<file path="src/rtl/uart_pkg.sv">
// Shared types and defaults for the UART transmit path.
package uart_pkg;

    typedef enum logic [2:0] {
        IDLE,
        REQ,
        LOAD,
        START,
        DATA,
        PARITY,
        STOP
    } tx_state_t;

    localparam int DEFAULT_CLKS_PER_BIT = 868;

endpackage

</file>
<file path="src/rtl/uart_baud_gen.sv">
// Bit-period counter: counts 0..CLKS_PER_BIT-1 and wraps; clr restarts the period.
module uart_baud_gen
    import uart_pkg::*;
#(
    parameter int CLKS_PER_BIT = DEFAULT_CLKS_PER_BIT
) (
    input  logic clk,
    input  logic rst,
    input  logic clr,
    output logic tick,
    output logic pre_tick
);

    localparam int W = (CLKS_PER_BIT > 1) ? $clog2(CLKS_PER_BIT) : 1;
    localparam logic [W-1:0] LAST = W'(CLKS_PER_BIT - 1);
    localparam logic [W-1:0] PRE  = W'(CLKS_PER_BIT - 2);

    logic [W-1:0] r_cnt;

    always_ff @(posedge clk or posedge rst) begin
        if (rst) begin
            r_cnt <= '0;
        end else if (clr || (r_cnt == LAST)) begin
            r_cnt <= '0;
        end else begin
            r_cnt <= r_cnt + 1'b1;
        end
    end

    // pre_tick lets the FSM register a pulse that lands in the last cycle of a bit
    assign tick     = (r_cnt == LAST);
    assign pre_tick = (r_cnt == PRE);

endmodule

</file>
<file path="src/rtl/uart_tx_core.sv">
// UART transmitter: pulls one byte per frame from the byte memory and shifts it out as 8N1/8E1.
// All outputs are registered; a reset mid-frame abandons the frame and parks tx high.
module uart_tx_core
    import uart_pkg::*;
#(
    parameter int CLKS_PER_BIT = DEFAULT_CLKS_PER_BIT,
    parameter int PARITY_EN    = 0,
    parameter int STOP_BITS    = 1
) (
    input  logic       clk,
    input  logic       rst,
    input  logic       tx_en,
    input  logic [7:0] data,
    output logic       ready,
    output logic       tx,
    output logic       busy,
    output logic       done
);

    tx_state_t  r_state;
    logic [7:0] r_shift;
    logic [2:0] r_bit_idx;
    logic       r_parity;
    logic       r_ready;
    logic       r_tx;
    logic       r_busy;
    logic       r_done;

    logic w_clr;
    logic w_tick;
    logic w_pre_tick;
    logic w_last_stop;

    // Restart the bit period so START gets exactly CLKS_PER_BIT cycles
    assign w_clr       = (r_state == LOAD);
    assign w_last_stop = (r_bit_idx == 3'(STOP_BITS - 1));

    uart_baud_gen #(
        .CLKS_PER_BIT(CLKS_PER_BIT)
    ) u_baud (
        .clk     (clk),
        .rst     (rst),
        .clr     (w_clr),
        .tick    (w_tick),
        .pre_tick(w_pre_tick)
    );

    always_ff @(posedge clk or posedge rst) begin
        if (rst) begin
            r_state   <= IDLE;
            r_shift   <= '0;
            r_bit_idx <= '0;
            r_parity  <= 1'b0;
            r_ready   <= 1'b0;
            r_tx      <= 1'b1;
            r_busy    <= 1'b0;
            r_done    <= 1'b0;
        end else begin
            r_ready <= 1'b0;
            r_done  <= 1'b0;
            case (r_state)
                IDLE: begin
                    r_tx   <= 1'b1;
                    r_busy <= 1'b0;
                    if (tx_en) begin
                        r_state <= REQ;
                        r_ready <= 1'b1;
                        r_busy  <= 1'b1;
                    end
                end
                REQ: begin
                    r_state <= LOAD;
                end
                LOAD: begin
                    r_shift  <= data;
                    r_parity <= ^data;
                    r_tx     <= 1'b0;
                    r_state  <= START;
                end
                START: begin
                    if (w_tick) begin
                        r_tx      <= r_shift[0];
                        r_shift   <= {1'b0, r_shift[7:1]};
                        r_bit_idx <= '0;
                        r_state   <= DATA;
                    end
                end
                DATA: begin
                    if (w_tick) begin
                        if (r_bit_idx == 3'd7) begin
                            r_bit_idx <= '0;
                            if (PARITY_EN != 0) begin
                                r_tx    <= r_parity;
                                r_state <= PARITY;
                            end else begin
                                r_tx    <= 1'b1;
                                r_state <= STOP;
                            end
                        end else begin
                            r_tx      <= r_shift[0];
                            r_shift   <= {1'b0, r_shift[7:1]};
                            r_bit_idx <= r_bit_idx + 1'b1;
                        end
                    end
                end
                PARITY: begin
                    if (w_tick) begin
                        r_tx      <= 1'b1;
                        r_bit_idx <= '0;
                        r_state   <= STOP;
                    end
                end
                STOP: begin
                    // r_bit_idx doubles as the stop-bit counter here
                    if (w_pre_tick && w_last_stop) begin
                        r_done <= 1'b1;
                    end
                    if (w_tick) begin
                        if (w_last_stop) begin
                            r_bit_idx <= '0;
                            if (tx_en) begin
                                r_state <= REQ;
                                r_ready <= 1'b1;
                            end else begin
                                r_state <= IDLE;
                                r_busy  <= 1'b0;
                            end
                        end else begin
                            r_bit_idx <= r_bit_idx + 1'b1;
                        end
                    end
                end
                default: begin
                    r_state <= IDLE;
                end
            endcase
        end
    end

    assign ready = r_ready;
    assign tx    = r_tx;
    assign busy  = r_busy;
    assign done  = r_done;

endmodule

</file>
<file path="config.mk">
export PLATFORM = sky130hd
export DESIGN_NAME = uart_tx_core
export DESIGN_NICKNAME = d
export VERILOG_FILES = /design/src/rtl/uart_pkg.sv /design/src/rtl/uart_baud_gen.sv /design/src/rtl/uart_tx_core.sv
export SDC_FILE = /design/constraint.sdc
export NUM_CORES = 1
export LEC_CHECK = 0
export CAP_MARGIN = 15
export CORE_UTILIZATION = 61
export DETAILED_ROUTE_END_ITERATION = 16
export PLACE_DENSITY = 0.94
export SLEW_MARGIN = 25
export SYNTH_ARGS = -nofsm -noshare
export SYNTH_HDL_FRONTEND = slang
export SYNTH_SLANG_ARGS = --single-unit
</file>
<file path="constraint.sdc">
create_clock -name clk -period 3.8 [get_ports clk]
set_clock_uncertainty 0.2 [all_clocks]
set_input_delay 0.76 -clock clk [delete_from_list [all_inputs] [get_ports clk]]
set_output_delay 0.76 -clock clk [all_outputs]
set_load 0.01 [all_outputs]
</file>
==> results of run 1 <==
## cells in the mapped netlist, types with 3 or more instances
cell type,number,share of area
nor2b_1,3,0.012
ha_1,5,0.039
xnor2_1,7,0.038
dfrtp_1,27,0.42
nand3_1,7,0.022
nor3b_1,3,0.014
buf_2,3,0.0093
a21oi_1,8,0.025
clkbuf_1,4,0.0093
nor3_1,4,0.012
inv_1,9,0.021
nand2_1,7,0.016
nand2b_1,3,0.012
nor2_1,16,0.037
mux2_2,14,0.098
and3_1,3,0.012
o21ai_0,5,0.016
## stage by stage
stage                     instances  instance area [um2]
final                           198                 1770
after global routing            198                 1770
after CTS                       198                 1770
after detailed placement        194                 1750
after global placement          194                 1750
after floorplan                 159                 1610
## logic make-up after synthesis
| logic type | count (synthesis) | synth area share |
|---|---|---|
| compound gates | 29 | 0.125 |
| xor+xnor | 9 | 0.0490 |
| fa+ha+maj | 5 | 0.0389 |
| buf+inv | 18 | 0.0444 |
| flops | 28 | 0.437 |
| mux | 16 | 0.114 |
| simple gates | 54 | 0.192 |
## layout by cell type, fill, tap and decap left out, types with 3 or more instances in the layout
master	count
a21oi_1	8
and3_1	3
clkbuf_4	3
clkdlybuf4s50_1	14
dfrtp_1	27
ha_1	5
inv_1	8
mux2_2	14
nand2_1	7
nand2b_1	3
nand3_1	7
nor2_1	16
nor2b_1	3
nor3_1	4
nor3b_1	3
o21ai_0	5
xnor2_1	7
## power groups by stage
stage | Clock, W | Combinational (W) | Sequential [W]
floorplan | 0 | 0.0000119 | 0.000309
global placement | 0 | 0.0000239 | 0.000310
detailed placement | 0 | 0.0000252 | 0.000310
CTS | 0.000132 | 0.0000253 | 0.000305
global route | 0.000143 | 0.0000276 | 0.000305
finish | 0.000131 | 0.0000249 | 0.000305
## layout make-up
type                       instances  area share
tap                               30      0.0212
timing repair buffer              14      0.0790
multi-input combinational        113       0.470
clock buffer                       4      0.0148
sequential                        28       0.396
inverter                           9      0.0190
## metal layers
layer	up-vias	routed length, um	track usage
li1	577	-	-
met1	577	1350	0.291
met2	15	1520	0.396
met3	5	108	0.0345
met4	0	39	0.0658
met5	-	0	0
## path summary, 6_finish.rpt
check,endpoint,slack [ns]
worst max-delay path,tx,1.43
worst min-delay path,tx,0.29
worst max register to register,r_shift[2],1.50
worst min register to register,tx,0.29
max in group asynchronous,u_baud.r_cnt[2],2.42
min in group asynchronous,r_shift[1],0.59
## state kept, by name, indices dropped and copies added, names as in the netlist
name          cells
u_baud.r_cnt     10
done              1
r_bit_idx         3
ready             1
r_shift           8
tx                1
r_state           3
busy              1
==> out/results.txt, run 1 <==
Setup Viol. Count Final: 0
Gpl congestion: 0.820
Crit-path cells: clkdlybuf4s50_1
Fin nets: 185
CP startpoint kind: flop
Mean Syn Cell Area: 10.1 um2
Initial antenna violation count: 0
CTS tree: built
Power, Total: 0.000461 W
Post-CTS Resized: 0
Core area: 2480 um2
Setup WS pre-CTS: 1.54 ns
CP arrival: 1.41 ns
Row count: 18
Routed wire per std cell: 15.2 um
Worst path buffer plus inverter count: 1
Cell Int Power: 0.000359 W
Post-DP HPWL: 2130 um
Register area: 702 um2
I/O pin cnt: 15
Final worst path period share: 0.625
Top_reg_cell synth: dfrtp_1
WS Path Type: reg -> out
CP startpoint: tx
Buffer depth of the longest clock path: 2
Pwr/cell area: 260 nW/um2
Sequential-to-total area share from yosys stat: 0.437
Hold Path Depth: 2
Root buf cell: clkbuf_4
RSZ-0062 raised after global routing: no
Worst slew margin: 0.543
Drt initial violations: 23
Sink Count: 28
Flop pwr share: 0.661
Post-synthesis cell type count: 41
Clock Latency Late Sink: 0.34 ns
CP max stage delay: 0.56 ns
WL final: 3020 um
Starting Density: 0.649
N_diodes: 0
WHS: 0.290 ns
First-pass GRT wire length: 4640 um
Worst hold-check path type: reg -> reg
Setup ws final: 1.43 ns
CTS Buf Count: 3
Mapped Nets: 175
Sw frac: 0.222
Final hold vios: 0
Global route overflow: 0
Die Width: 53.3 um
Post-synth EDFFs: 0
Slowest CP cell: dfstp_2
Synth warn: 0
Max Fanout on Critical Path: 2
DR vias: 1174
Gate power share: 0.054
Share of layout cells above drive strength 1: 0.143
Drt drc: 0
Critical path depth: 1
Fmax: 0.421 GHz
Clk slew on worst S/H paths: 0.14 ns
Post-synthesis async set-or-reset flop share: 1.00
Leak Pwr: 0.725 nW
Syn-to-layout area delta: 10.4%
Number of global-route vias before repair: 1081
R2R cell count: 4
Post-synthesis register bit count: 28
# Max-Cap Violations: 0
Setup TNS: 0 ns
Fill cell count: 184
Multi-input combinational cell area: 835 um2
Detailed Routing Iterations Pass 1: 5
Post-DR vias/cell: 5.93
Number of max-slew violations in the final report: 0
CTS HTree Levels: 1
Reg-to-reg critical path startpoint: r_state[0]
Post-DRT Antenna Nets: 0
Largest net degree at the start of global routing: 29
HP Start: tx
Final min period: 2.37 ns
Status: finished clean
Area of the mapped netlist: 1610 um2
Hold Buf Count CTS: 0
Die H: 53.3 um
Max VDD drop: 0.231 mV
Postcts setup bufs: 0
Crit. End Element: output port
Clock power share: 0.285
Die Area: 2850 um2
Sw power: 0.000102 W
Delay-heaviest family, CP: flip-flops
Port buffer count: 14
GRT Util Overall: 0.229
Worst slew pin tran: 0.681 ns
Final Util: 0.716
Crit path required time: 2.84 ns
Syn Inst Count: 159
Power figures use the tool's default switching activity.
==> inputs of run 2 (changes only) <==
--- a/config.mk
+++ b/config.mk
@@ -6,9 +6,9 @@
 export NUM_CORES = 1
 export LEC_CHECK = 0
 export CAP_MARGIN = 15
-export CORE_UTILIZATION = 61
+export CORE_UTILIZATION = 56
 export DETAILED_ROUTE_END_ITERATION = 16
-export PLACE_DENSITY = 0.94
+export PLACE_DENSITY = 0.88
 export SLEW_MARGIN = 25
 export SYNTH_ARGS = -nofsm -noshare
 export SYNTH_HDL_FRONTEND = slang
==> constraint.sdc (replaced) <==
create_clock -name clk -period 2.4 [get_ports clk]
set_clock_uncertainty 0.2 [all_clocks]
set_input_delay 0.48 -clock clk [delete_from_list [all_inputs] [get_ports clk]]
set_output_delay 0.48 -clock clk [all_outputs]
set_load 0.01 [all_outputs]
==> run 2 against run 1 <==
- hold slack got worse by 0.0022 ns
- largest power group unchanged
- sequential power grew 58%
- setup slack got worse by 1.2 ns
- largest cell class unchanged
- highest routed layer unchanged
- flip-flop and latch count stayed put
- combinational power grew 64%
- critical endpoint is now r_shift[5]
- final cell count grew 2.0%
==> out/results.txt, run 2 (synthesized netlist as in run 1, its figures left out) <==
Status: finished clean
N_diodes: 0 (unchanged)
CP arrival: 2.20 ns (+0.79 ns)
Initial antenna violation count: 0 (unchanged)
# Max-Cap Violations: 0 (unchanged)
Fmax: 0.462 GHz
CTS HTree Levels: 1 (unchanged)
Most frequent cells in the layout: dfrtp_1, nor2_1, mux2_2, clkdlybuf4s50_1, inv_1
Max Fanout on Critical Path: 15 (+13)
Number of max-slew violations in the final report: 0 (unchanged)
Final worst path period share: 0.901
Largest net degree at the start of global routing: 29 (unchanged)
Pwr/cell area: 458 nW/um2 (+76%)
Global route overflow: 0 (unchanged)
Slowest CP cell: dfrtp_1
Clock Latency Late Sink: 0.33 ns (about the same)
Most common cell after layout, fill and taps aside: dfrtp_1
Root buf cell: clkbuf_4
Core area: 2730 um2 (+10%)
Largest registers: u_baud.r_cnt: 10 flops, r_shift: 8 flops
Routed wire per std cell: 16.1 um (+5.9%)
I/O pin cnt: 15 (unchanged)
Post-CTS Resized: 0 (unchanged)
Leak Pwr: 0.753 nW (+3.9%)
Worst slew margin: 0.505 (-0.0373)
Sink Count: 28 (unchanged)
Worst slew pin tran: 0.737 ns (+0.0556 ns)
Max reg flops: 10 (unchanged)
Crit-path cells: nand2b_1, o22a_1, mux2_2, mux2_2
Gpl congestion: 0.807 (-1.6%)
Post-DR vias/cell: 6.15 (+3.7%)
Reg2reg end: r_shift[5]
Row count: 19 (+1)
CTS Buf Count: 3 (unchanged)
CTS tree: built
Clk slew on worst S/H paths: 0.16 ns (+0.02 ns)
Worst hold-check path type: in -> async
Reg-to-reg critical path startpoint: r_state[1]
Die H: 55.6 um (+4.2%)
Share of layout cells above drive strength 1: 0.158 (+0.0150)
DR vias: 1242 (+5.8%)
Fin nets: 188 (+1.6%)
Drt initial violations: 51 (+120%)
CP max stage delay: 0.66 ns (+0.10 ns)
Number of global-route vias before repair: 1242 (+15%)
WL final: 3260 um (+8.0%)
Hold Buf Count CTS: 0 (unchanged)
Crit. End Element: flop
R2R cell count: 4 (unchanged)
Postcts setup bufs: 0 (unchanged)
Top reg by flops: u_baud.r_cnt
WS Path Type: reg -> reg
R2r setup slk: 0.24 ns (-1.26 ns)
RSZ-0062 raised after global routing: no
GRT Util Overall: 0.234 (+0.00482)
Final min period: 2.16 ns
Setup Viol. Count Final: 0 (unchanged)
Starting Density: 0.588 (-0.0609)
Drt drc: 0 (unchanged)
First-pass GRT wire length: 5730 um (+23%)
Critical path's most frequent cell: mux2_2
Die Area: 3090 um2 (+8.6%)
Port buffer count: 14 (unchanged)
Final hold vios: 0 (unchanged)
Setup TNS: 0 ns (unchanged)
Max VDD drop: 0.602 mV (+160%)
Die Width: 55.6 um (+4.2%)
WHS: 0.288 ns (-0.00224 ns)
Buffer depth of the longest clock path: 2 (unchanged)
Syn-to-layout area delta: 13.5%
Post-DP HPWL: 2300 um (+8.2%)
Crit path required time: 2.43 ns (-0.41 ns)
Post-DRT Antenna Nets: 0 (unchanged)
Detailed Routing Iterations Pass 1: 4 (-1)
CP startpoint kind: flop
==> run 2: worst max-delay path by stage <==
stage                     from    endpoint  slack, ns  cells after the start
2_1_floorplan  u_baud.r_cnt[4]  r_shift[0]       0.49                      4
6_report            r_state[1]  r_shift[5]       0.24                      4
3_5_place_dp        r_state[1]  r_shift[5]       0.30                      4
5_1_grt             r_state[1]  r_shift[6]       0.16                      4
4_1_cts             r_state[1]  r_shift[5]       0.25                      4
3_3_place_gp        r_state[1]  r_shift[6]       0.36                      4
==> run 2: metal layers <==
layer / GRT usage / share of wire
met1: 0.308 / 0.43
met2: 0.396 / 0.51
met3: 0.0512 / 0.044
met4: 0.0536 / 0.012
met5: 0 / 0
==> run 2: final cells by class <==
type                            instances  area, um2
Tap cell                               31       38.8
Multi-Input combinational cell        113        835
Timing Repair Buffer                   17        163
Inverter                                9       33.8
Clock buffer                            3       22.5
Fill cell                             186        910
Clock inverter                          1       30.0
Sequential cell                        28        702
==> run 2: critical path: cells and delay by family (launching register included) <==
kind	cells	cell delay, ns
muxes	2	0.64
DFF	1	0.66
and+or+nand+nor	1	0.21
AOI/OAI and AO/OA	1	0.35
==> run 2: power by group <==
part / switching [W] / internal, W
registers: 0.00000360 / 0.000479
logic: 0.0000159 / 0.0000249
clock network: 0.000143 / 0.000169
total: 0.000162 / 0.000673
==> run 2: per-stage QoR <==
| step | total power, W | worst slack (ns) | std cells | util | cell area, um2 |
|---|---|---|---|---|---|
| after floorplan | 0.000509 | 0.493 | 159 | - | 1610 |
| after global placement | 0.000530 | 0.363 | 198 | 0.648 | 1770 |
| after detailed placement | 0.000532 | 0.299 | 198 | 0.648 | 1770 |
| after CTS | 0.000840 | 0.249 | 202 | 0.667 | 1820 |
| after global routing | 0.000865 | 0.156 | 202 | 0.667 | 1820 |
| final | 0.000835 | 0.236 | 202 | 0.667 | 1820 |
==> inputs of run 3 (changes only) <==
--- a/config.mk
+++ b/config.mk
@@ -6,9 +6,10 @@
 export NUM_CORES = 1
 export LEC_CHECK = 0
 export CAP_MARGIN = 15
-export CORE_UTILIZATION = 56
+export CORE_UTILIZATION = 61
 export DETAILED_ROUTE_END_ITERATION = 16
-export PLACE_DENSITY = 0.88
+export PLACE_DENSITY = 0.94
+export SKIP_LAST_GASP = 1
 export SLEW_MARGIN = 25
 export SYNTH_ARGS = -nofsm -noshare
 export SYNTH_HDL_FRONTEND = slang
==> constraint.sdc (replaced) <==
create_clock -name clk -period 2.5 [get_ports clk]
set_clock_uncertainty 0.2 [all_clocks]
set_input_delay 0.5 -clock clk [delete_from_list [all_inputs] [get_ports clk]]
set_output_delay 0.5 -clock clk [all_outputs]
set_load 0.01 [all_outputs]
==> run 3 against run 2 <==
- routed wire length down 2.9%
- flip-flop and latch count unchanged
- combinational power down 4%
- clock power down 39%
- highest routed layer unchanged
==> out/results.txt, run 3 (synthesized netlist as in run 1, its figures left out) <==
Met3 wire length: 71 um (-51%)
Worst hold-check path type: reg -> reg
Buffer depth of the longest clock path: 2 (unchanged)
Die Width: 53.3 um (-4.0%)
Clock Latency Late Sink: 0.32 ns (about the same)
Setup Viol. Count Final: 0 (unchanged)
Drt initial violations: 26 (-49%)
N_diodes: 0 (unchanged)
Hold Buf Count CTS: 0 (unchanged)
Setup TNS: 0 ns (unchanged)
Most frequent cells in the layout: dfrtp_1, nor2_1, mux2_2, clkdlybuf4s50_1, inv_1
CTS Buf Count: 3 (unchanged)
CP arrival: 2.14 ns (-0.06 ns)
Reg-to-reg critical path startpoint: r_state[1]
WHS: 0.278 ns (-0.00987 ns)
Die H: 53.3 um (-4.0%)
R2R cell count: 4 (unchanged)
Status: finished clean
HP Start: tx
Met1 WL: 1400 um (+0.21%)
Number of max-slew violations in the final report: 0 (unchanged)
Post-DR vias/cell: 6.07 (-1.3%)
Met2 routed WL: 1670 um (unchanged)
Max VDD drop: 0.476 mV (-21%)
Setup ws final: 0.376 ns (+0.140 ns)
Largest registers: u_baud.r_cnt: 10 flops, r_shift: 8 flops
Root buf cell: clkbuf_4
First-pass GRT wire length: 5100 um (-11%)
CP startpoint: r_state[1]
Fin nets: 188 (unchanged)
Sw power: 0.000145 W (-10%)
R2r setup slk: 0.38 ns (+0.14 ns)
Row count: 18 (-1)
Slowest CP cell: dfrtp_1
Pwr/cell area: 385 nW/um2 (-16%)
CTS tree: built
I/O pin cnt: 15 (unchanged)
Sink Count: 28 (unchanged)
Clock power share: 0.274 (-0.099)
WS Path Type: reg -> reg
Cell Int Power: 0.000546 W (-19%)
Inst Count DP: 197 (-0.51%)
Fmax: 0.471 GHz (+1.9%)
CTS HTree Levels: 1 (unchanged)
Critical path's most frequent cell: mux2_2
Area after DPL: 1770 um2 (about the same)
WL final: 3160 um (-2.9%)
Flop pwr share: 0.670 (+0.092)
Die Area: 2850 um2 (-7.9%)
Top sig layer: met4
Initial antenna violation count: 0 (unchanged)
Postcts setup bufs: 0 (unchanged)
Drt drc: 0 (unchanged)
Top reg by flops: u_baud.r_cnt
Final Non-Filler Cells: 201 (-0.50%)
Leak Pwr: 0.740 nW (-1.7%)
Gate power share: 0.057 (+0.008)
Crit. End Element: flop
Detailed Routing Iterations Pass 1: 4 (unchanged)
Port buffer count: 14 (unchanged)
CP startpoint kind: flop
Max reg flops: 10 (unchanged)
Syn-to-layout area delta: 11.8%
GRT Util Overall: 0.247 (+0.0128)
Sw frac: 0.210 (+0.0159)
CP max stage delay: 0.63 ns (-0.03 ns)
Final worst path period share: 0.850 (-0.0519)
Design area: 1800 um2 (-1.5%)
Worst slew margin: 0.518 (+0.0122)
Most common cell after layout, fill and taps aside: dfrtp_1
Gpl congestion: 0.885 (+9.7%)
Hold EP: tx
Core area: 2480 um2 (-9.4%)
Global route overflow: 0 (unchanged)
Number of global-route vias before repair: 1162 (-6.4%)
Final min period: 2.12 ns (-0.0396 ns)
Share of layout cells above drive strength 1: 0.152 (-0.00585)
Hold Path Depth: 2
RSZ-0062 raised after global routing: no
# Max-Cap Violations: 0 (unchanged)
Worst slew pin tran: 0.719 ns (-0.0182 ns)
Reg2reg end: r_shift[5]
Final hold vios: 0 (unchanged)
Crit path required time: 2.52 ns (+0.09 ns)
Post-DRT Antenna Nets: 0 (unchanged)
Largest net degree at the start of global routing: 29 (unchanged)
Routed wire per std cell: 15.7 um (-2.4%)
Setup WS pre-CTS: 0.414 ns (+0.115 ns)
Max Fanout on Critical Path: 15 (unchanged)
Post-DP HPWL: 2400 um (+4.5%)
DR vias: 1220 (-1.8%)
Clk slew on worst S/H paths: 0.13 ns (-0.03 ns)
Post-CTS Resized: 0 (unchanged)
Starting Density: 0.649 (+0.0609)
Crit-path cells: nand2b_1, o22a_1, mux2_2, mux2_2
[run 3: how the worst max path moves through the flow]
stage / to / cells past startpoint
5_1_grt: r_shift[2] / 4
6_report: r_shift[5] / 4
2_1_floorplan: r_shift[0] / 4
3_3_place_gp: r_shift[3] / 4
4_1_cts: tx / 1
3_5_place_dp: r_shift[3] / 4
[run 3: layout make-up]
class	instances	area [um2]
inverters	9	33.8
flip-flops and latches	28	702
clock buffers	4	26.3
multi-input cells	113	835
well taps	30	37.5
repair buffers	17	163
fillers	187	681
[run 3: worst max-delay path, delay by kind of cell, from the launching register on]
family             cells  cell delay, ns
and+or+nand+nor        1            0.22
muxes                  2            0.65
DFF                    1            0.63
AOI/OAI and AO/OA      1            0.33
[run 3: routing by layer]
| metal | up-vias | track usage |
|---|---|---|
| met4 | 0 | 0.0526 |
| met2 | 26 | 0.444 |
| li1 | 585 | - |
| met3 | 2 | 0.0287 |
| met1 | 607 | 0.312 |
| met5 | - | 0 |
[run 3: power groups by stage]
stage               clock [W]  sequential [W]  combinational [W]
floorplan                   0        0.000470          0.0000181
global placement            0        0.000471          0.0000379
detailed placement          0        0.000472          0.0000399
CTS                  0.000191        0.000463          0.0000400
global route         0.000213        0.000464          0.0000439
finish               0.000189        0.000463          0.0000391
[run 3: metrics by stage]
| step | utilization | total power [W] |
|---|---|---|
| global placement | 0.715 | 0.000509 |
| finish | 0.725 | 0.000691 |
| detailed placement | 0.715 | 0.000512 |
| global route | 0.725 | 0.000721 |
| floorplan | - | 0.000488 |
| CTS | 0.725 | 0.000695 |
